--- src/rtl/operand_pairer.sv ---
// operand_pairer: groups a serial stream of operand words into (a, b) pairs
// and buffers the completed pairs in a show-ahead FIFO for the adder stage.
//
// Optional build macro: OPERAND_PAIRER_DROP_CNT_EN
//   When defined, adds the drop_count output that counts held operands
//   discarded by flush. When undefined, the port and counter are absent.
//
// state  | meaning
// -------+-----------------------------------------------------------
// WAIT_A | no operand held; next accepted word becomes operand a
// HOLD_A | operand a held in a_reg; next accepted word completes pair

module operand_pairer #(
    parameter int DATA_W = 32,
    parameter int DEPTH  = 4,
    parameter int CNT_W  = 16
) (
    input  logic                       clk,
    input  logic                       rst_n,
    input  logic [DATA_W-1:0]          in_data,
    input  logic                       in_valid,
    output logic                       in_ready,
    input  logic                       flush,
    output logic [DATA_W-1:0]          out_data_a,
    output logic [DATA_W-1:0]          out_data_b,
    output logic                       out_valid,
    input  logic                       out_ready,
    output logic                       half_pending,
    output logic [$clog2(DEPTH):0]     fifo_level,
`ifdef OPERAND_PAIRER_DROP_CNT_EN
    output logic [CNT_W-1:0]           drop_count,
`endif
    output logic [CNT_W-1:0]           pair_count
);

    localparam int PTR_W = $clog2(DEPTH);
    localparam int LVL_W = PTR_W + 1;
    localparam logic [LVL_W-1:0] LVL_FULL = LVL_W'(DEPTH);

    typedef enum logic [0:0] {
        WAIT_A = 1'b0,
        HOLD_A = 1'b1
    } state_t;

    state_t              state;
    logic [DATA_W-1:0]   a_reg;
    logic                half_q;

    logic [DATA_W-1:0]   mem_a [DEPTH];
    logic [DATA_W-1:0]   mem_b [DEPTH];
    logic [PTR_W-1:0]    wr_ptr;
    logic [PTR_W-1:0]    rd_ptr;
    logic [LVL_W-1:0]    level;
    logic [CNT_W-1:0]    pair_cnt;

    logic                empty;
    logic                full;
    logic                accept;
    logic                push;
    logic                pop;
    logic                drop;

    // FIFO status, taken only from registered level so out_ready never
    // reaches in_ready combinationally.
    assign empty = (level == '0);
    assign full  = (level == LVL_FULL);

    // Flush blocks input in both states; a full FIFO only blocks the word
    // that would complete a pair, so a new operand a is still taken.
    assign in_ready = (state == WAIT_A) ? !flush : (!full && !flush);

    assign accept = in_valid && in_ready;
    assign push   = accept && (state == HOLD_A);
    assign pop    = !empty && out_ready;
    assign drop   = flush && (state == HOLD_A);

    // Pairing FSM: capture operand a, complete the pair, or abandon on flush.
    always_ff @(posedge clk) begin
        if (!rst_n) begin
            state  <= WAIT_A;
            a_reg  <= '0;
            half_q <= 1'b0;
        end else begin
            case (state)
                WAIT_A: begin
                    if (accept) begin
                        a_reg  <= in_data;
                        state  <= HOLD_A;
                        half_q <= 1'b1;
                    end
                end
                HOLD_A: begin
                    if (flush) begin
                        state  <= WAIT_A;
                        half_q <= 1'b0;
                    end else if (accept) begin
                        state  <= WAIT_A;
                        half_q <= 1'b0;
                    end
                end
                default: begin
                    state  <= WAIT_A;
                    half_q <= 1'b0;
                end
            endcase
        end
    end

    // Pair storage; contents are only meaningful between rd_ptr and wr_ptr,
    // so the array itself needs no reset.
    always_ff @(posedge clk) begin
        if (push) begin
            mem_a[wr_ptr] <= a_reg;
            mem_b[wr_ptr] <= in_data;
        end
    end

    // Pointer and occupancy bookkeeping; pointers wrap at DEPTH (power of 2).
    always_ff @(posedge clk) begin
        if (!rst_n) begin
            wr_ptr <= '0;
            rd_ptr <= '0;
            level  <= '0;
        end else begin
            if (push) begin
                wr_ptr <= wr_ptr + PTR_W'(1);
            end
            if (pop) begin
                rd_ptr <= rd_ptr + PTR_W'(1);
            end
            case ({push, pop})
                2'b10:   level <= level + LVL_W'(1);
                2'b01:   level <= level - LVL_W'(1);
                default: level <= level;
            endcase
        end
    end

    // Delivered-pair counter, free-running wrap.
    always_ff @(posedge clk) begin
        if (!rst_n) begin
            pair_cnt <= '0;
        end else if (pop) begin
            pair_cnt <= pair_cnt + CNT_W'(1);
        end
    end

`ifdef OPERAND_PAIRER_DROP_CNT_EN
    logic [CNT_W-1:0] drop_cnt;

    // Counts held operands discarded by flush; flush with nothing held is free.
    always_ff @(posedge clk) begin
        if (!rst_n) begin
            drop_cnt <= '0;
        end else if (drop) begin
            drop_cnt <= drop_cnt + CNT_W'(1);
        end
    end

    assign drop_count = drop_cnt;
`else
    logic unused_drop;
    assign unused_drop = drop;
`endif

    assign out_valid    = !empty;
    assign out_data_a   = empty ? '0 : mem_a[rd_ptr];
    assign out_data_b   = empty ? '0 : mem_b[rd_ptr];
    assign half_pending = half_q;
    assign fifo_level   = level;
    assign pair_count   = pair_cnt;

endmodule
--- config.mk ---
export PLATFORM = sky130hd
export DESIGN_NAME = operand_pairer
export DESIGN_NICKNAME = d
export VERILOG_FILES = /design/src/rtl/operand_pairer.sv
export SDC_FILE = /design/constraint.sdc
export NUM_CORES = 1
export LEC_CHECK = 0
export ABC_CLOCK_PERIOD_IN_PS = 4600
export CAP_MARGIN = 20
export CORE_AREA = 5 5 207 209
export DETAILED_ROUTE_END_ITERATION = 10
export DIE_AREA = 0 0 212 214
export GPL_ROUTABILITY_DRIVEN = 0
export GPL_TIMING_DRIVEN = 0
export PLACE_DENSITY = 0.52
export RECOVER_POWER = 25
export SYNTH_ARGS = -nofsm -noshare
export SYNTH_HDL_FRONTEND = slang
export SYNTH_SLANG_ARGS = --single-unit
export TNS_END_PERCENT = 1
--- constraint.sdc ---
create_clock -name clk -period 4.6 [get_ports clk]
set_clock_uncertainty 0.05 [all_clocks]
set_input_delay 0.92 -clock clk [delete_from_list [all_inputs] [get_ports clk]]
set_output_delay 0.92 -clock clk [all_outputs]
set_load 0.005 [all_outputs]
==> summary.txt <==
Synthesis
  • Fraction of the mapped netlist area in adder cells: 0.7921%
  • Part of the Yosys area used for sequential elements: 73.87%
  • Combinational family with the most area after synthesis: multiplexers
  • Async SR Flop Fraction: 0%
  • Number of flip-flops and latches in the synthesized netlist: about 320
  • Prevailing post-synth register cell: sky130_fd_sc_hd__edfxtp_1
  • Xor and xnor fraction of the mapped netlist area: 1.094%
  • Mapped Nets: 735
  • Synthesized-area fraction occupied by and/or/nand/nor cells: slightly above 8%
  • EDFF count, synth: about 260
  • Post-synthesis compound-gate area fraction: 2.293%
  • Cell count after synthesis: 691
  • Area of the mapped netlist: between 0.01 and 0.015 mm2
  • Number of synthesis warnings: 0
  • Synth cell types: 37
  • Fraction of synthesized area in multiplexers: 12.09%
  • Post-synthesis area per instance: 17.37 um2

Worst hold path
  • Instance count along the most critical hold path: 2
  • Capture endpoint of the worst hold path: a_reg[18]
  • Min-delay worst type: reg2reg
  • Source of the worst hold timing path: a_reg[18]

Clocking
  • Root buf cell: sky130_fd_sc_hd__clkbuf_16
  • Later-pin clock latency in the skew report: 0.51 ns
  • CTS tree: built
  • Reg clk slew, reported paths: 0.06 ns
  • Post-cts resize count: 0
  • # Post-CTS Setup Buffers: 0
  • Cts bufs inserted: 35
  • Level count of the clock H-tree: 2
  • Number of buffers on the longest clock path: 3
  • Hold-fix buffers at CTS: 0
  • Number of clock sinks: between 300 and 400

Worst setup path
  • Worst R2R Setup Slack: 2.04 ns
  • WP data arrival: 3.00 ns
  • Critical setup path kind: reg2out
  • Worst-case reg-to-reg path depth: 10
  • Capture point of the worst reg-to-reg path: fifo_level[2]
  • Nature of the critical path endpoint: output port
  • Highest fanout seen on the critical path: 10
  • Critical Path Start Type: flop
  • Critical path required time: between 3 and 4 ns
  • Source of the worst register-to-register timing path: fifo_level[2]

Timing
  • Number of max-slew violations in the final report: 0
  • Remaining max-slew budget at the tightest pin: 44.95%
  • Count of endpoints failing setup in the final report: 0
  • Actual transition at the worst max-transition pin: 0.8258 ns
  • Period utilization: 86.33%
  • Worst Slack Setup Final: 0.6290 ns
  • Final worst path period need: 3.971 ns
  • Total Negative Setup Slacks: 0 ns
  • Hold Slack: 0.4449 ns
  • Fmax: 0.2518 GHz
  • Final Hold Viols: 0
  • Setup repair after global routing missed its margin: false

Route
  • Total vias in the final route: 6337
  • Routed Antenna Nets: 0
  • Vias per Instance: roughly 4.5
  • Overall routed net length: 27.46 mm
  • Detailed-route wire length per cell: between 15 and 20 um
  • Pre-Repair DR Iteration Count: 5
  • DRT iter0 DRCs: 317
  • Number of remaining DRC errors: 0

Layout
  • Area growth from synthesis to final layout: 26.98%
  • Post-route standard cell area excluding fillers: ~0.015 mm2
  • Fin util: 37.51%
  • Share of post-route cells with drive strength above 1: 16.35%
  • Fin cells: between 1k and 1.5k
  • Total number of nets in the final design: 898

Floorplanning
  • Die Area: 0.04537 mm2
  • Total I/O pin count: approximately 120
  • Die height: 214 um
  • Die span in x: 212 um
  • Initial Util: around 30%
  • Floorplan core area: around 0.041 mm2
  • Number of placement rows: 74

Job
  • Max-cap viol count: 0

Global routing
  • Global route total overflow: 0
  • Wire length of the first global-routing pass: 41.61 mm
  • Vias in the first global route: ~6.7k
  • Antenna violations before repair: 1
  • Largest net degree at the start of global routing: 46
  • GRT Total Usage: approximately an eighth

Power and ir drop
  • Total design power: between 6 and 7 mW
  • Static power due to leakage: 4.852 nW
  • Power density of the placed cells: 416.8 mW/mm2
  • Maximum ir drop on the vdd rail: 0.0001895 V

Status
  • Run status: finished clean

Placed design
  • Pre-CTS setup slack: between 1 and 1.5 ns
  • Post-placement cell area: roughly 0.014 mm2
  • Half-perimeter wire length of the detailed placement result: 17.61 mm
  • Cell total after placement: roughly 1.3k
  • IO Port Bufs: 122
[cell usage after synthesis, types with 2 or more instances]
cell	instances	area, um2
sky130_fd_sc_hd__a21oi_1	40	200.2
sky130_fd_sc_hd__and2_1	69	431.7
sky130_fd_sc_hd__and3_1	3	18.77
sky130_fd_sc_hd__buf_2	7	35.03
sky130_fd_sc_hd__buf_4	2	15.01
sky130_fd_sc_hd__buf_6	2	22.52
sky130_fd_sc_hd__clkbuf_1	26	97.59
sky130_fd_sc_hd__dfxtp_1	59	1181
sky130_fd_sc_hd__edfxtp_1	256	7687
sky130_fd_sc_hd__ha_1	6	75.07
sky130_fd_sc_hd__inv_1	9	33.78
sky130_fd_sc_hd__mux4_2	64	1441
sky130_fd_sc_hd__nand2_1	72	270.3
sky130_fd_sc_hd__nand3_1	5	25.02
sky130_fd_sc_hd__nand4_1	4	25.02
sky130_fd_sc_hd__nor2_1	21	78.83
sky130_fd_sc_hd__nor2b_1	3	18.77
sky130_fd_sc_hd__nor3_1	2	10.01
sky130_fd_sc_hd__o21ai_0	5	25.02
sky130_fd_sc_hd__or3_1	6	37.54
sky130_fd_sc_hd__xnor2_1	8	70.07
sky130_fd_sc_hd__xor2_1	7	61.31
[power by group]
group,leakage [nW],switching [mW],internal [mW]
logic,1.44,0.151,0.150
clock network,0.613,1.10,1.83
registers,2.79,0.0208,3.10
total,4.85,1.27,5.08
[cell type report]
type                    count  area, um2
clock inverters            16      221.5
multi-input cells         330       2943
plain buffers              37      170.2
well taps                 532      665.6
inverters                   9      33.78
diodes                      1      2.502
repair buffers            126       1324
fillers                  3781      25400
flip-flops and latches    315       8869
clock buffers              48       1016
[layout by cell type (no fill, tap or decap), drive strengths merged, types with 6 or more instances in the layout]
cell	instances
mux4	64
dlygate4sd3	10
clkinv	10
a21oi	40
xnor2	8
ha	6
clkbuf	74
nor2	21
nand2	72
buf	15
or3	7
edfxtp	256
xor2	7
and2	69
dfxtp	59
clkdlybuf4s50	112
inv	10
[worst max-delay path: stages (launching register included)]
cell and delay (ns):
sky130_fd_sc_hd__dfxtp_1 0.30, sky130_fd_sc_hd__clkbuf_1 0.43, sky130_fd_sc_hd__clkbuf_1 0.61, sky130_fd_sc_hd__mux4_2 0.43, sky130_fd_sc_hd__and2_1 0.17, sky130_fd_sc_hd__clkdlybuf4s50_1 0.54
[cell families (layout without fill, tap and decap cells)]
group | Yosys count | in the layout
buf+inv | 46 | 236
other cells | 0 | 1
compound gates | 50 | 50
fa+ha+maj | 7 | 7
xor+xnor | 15 | 15
mux | 65 | 65
flops | 315 | 315
simple gates | 193 | 193
[worst max-delay path by stage]
stage	cells past startpoint	slack, ns	to	from
6_report	5	0.63	out_data_a[23]	flop
3_3_place_gp	5	-1.03	mem_b[3][13]	in_valid
4_1_cts	5	0.55	out_data_a[23]	flop
5_1_grt	5	0.41	out_data_a[23]	flop
3_5_place_dp	6	1.10	mem_b[0][12]	in_valid
2_1_floorplan	4	1.08	mem_a[0][0]	in_valid
[layer usage]
layer	global-route usage (%)	vias to the layer above	wire length (um)
li1	-	2952	-
met4	2.813	0	523
met3	3.848	38	1984
met2	19.29	169	13050
met5	0	-	0
met1	16.06	3178	11900
No activity file was read; power rests on OpenSTA's default activity.
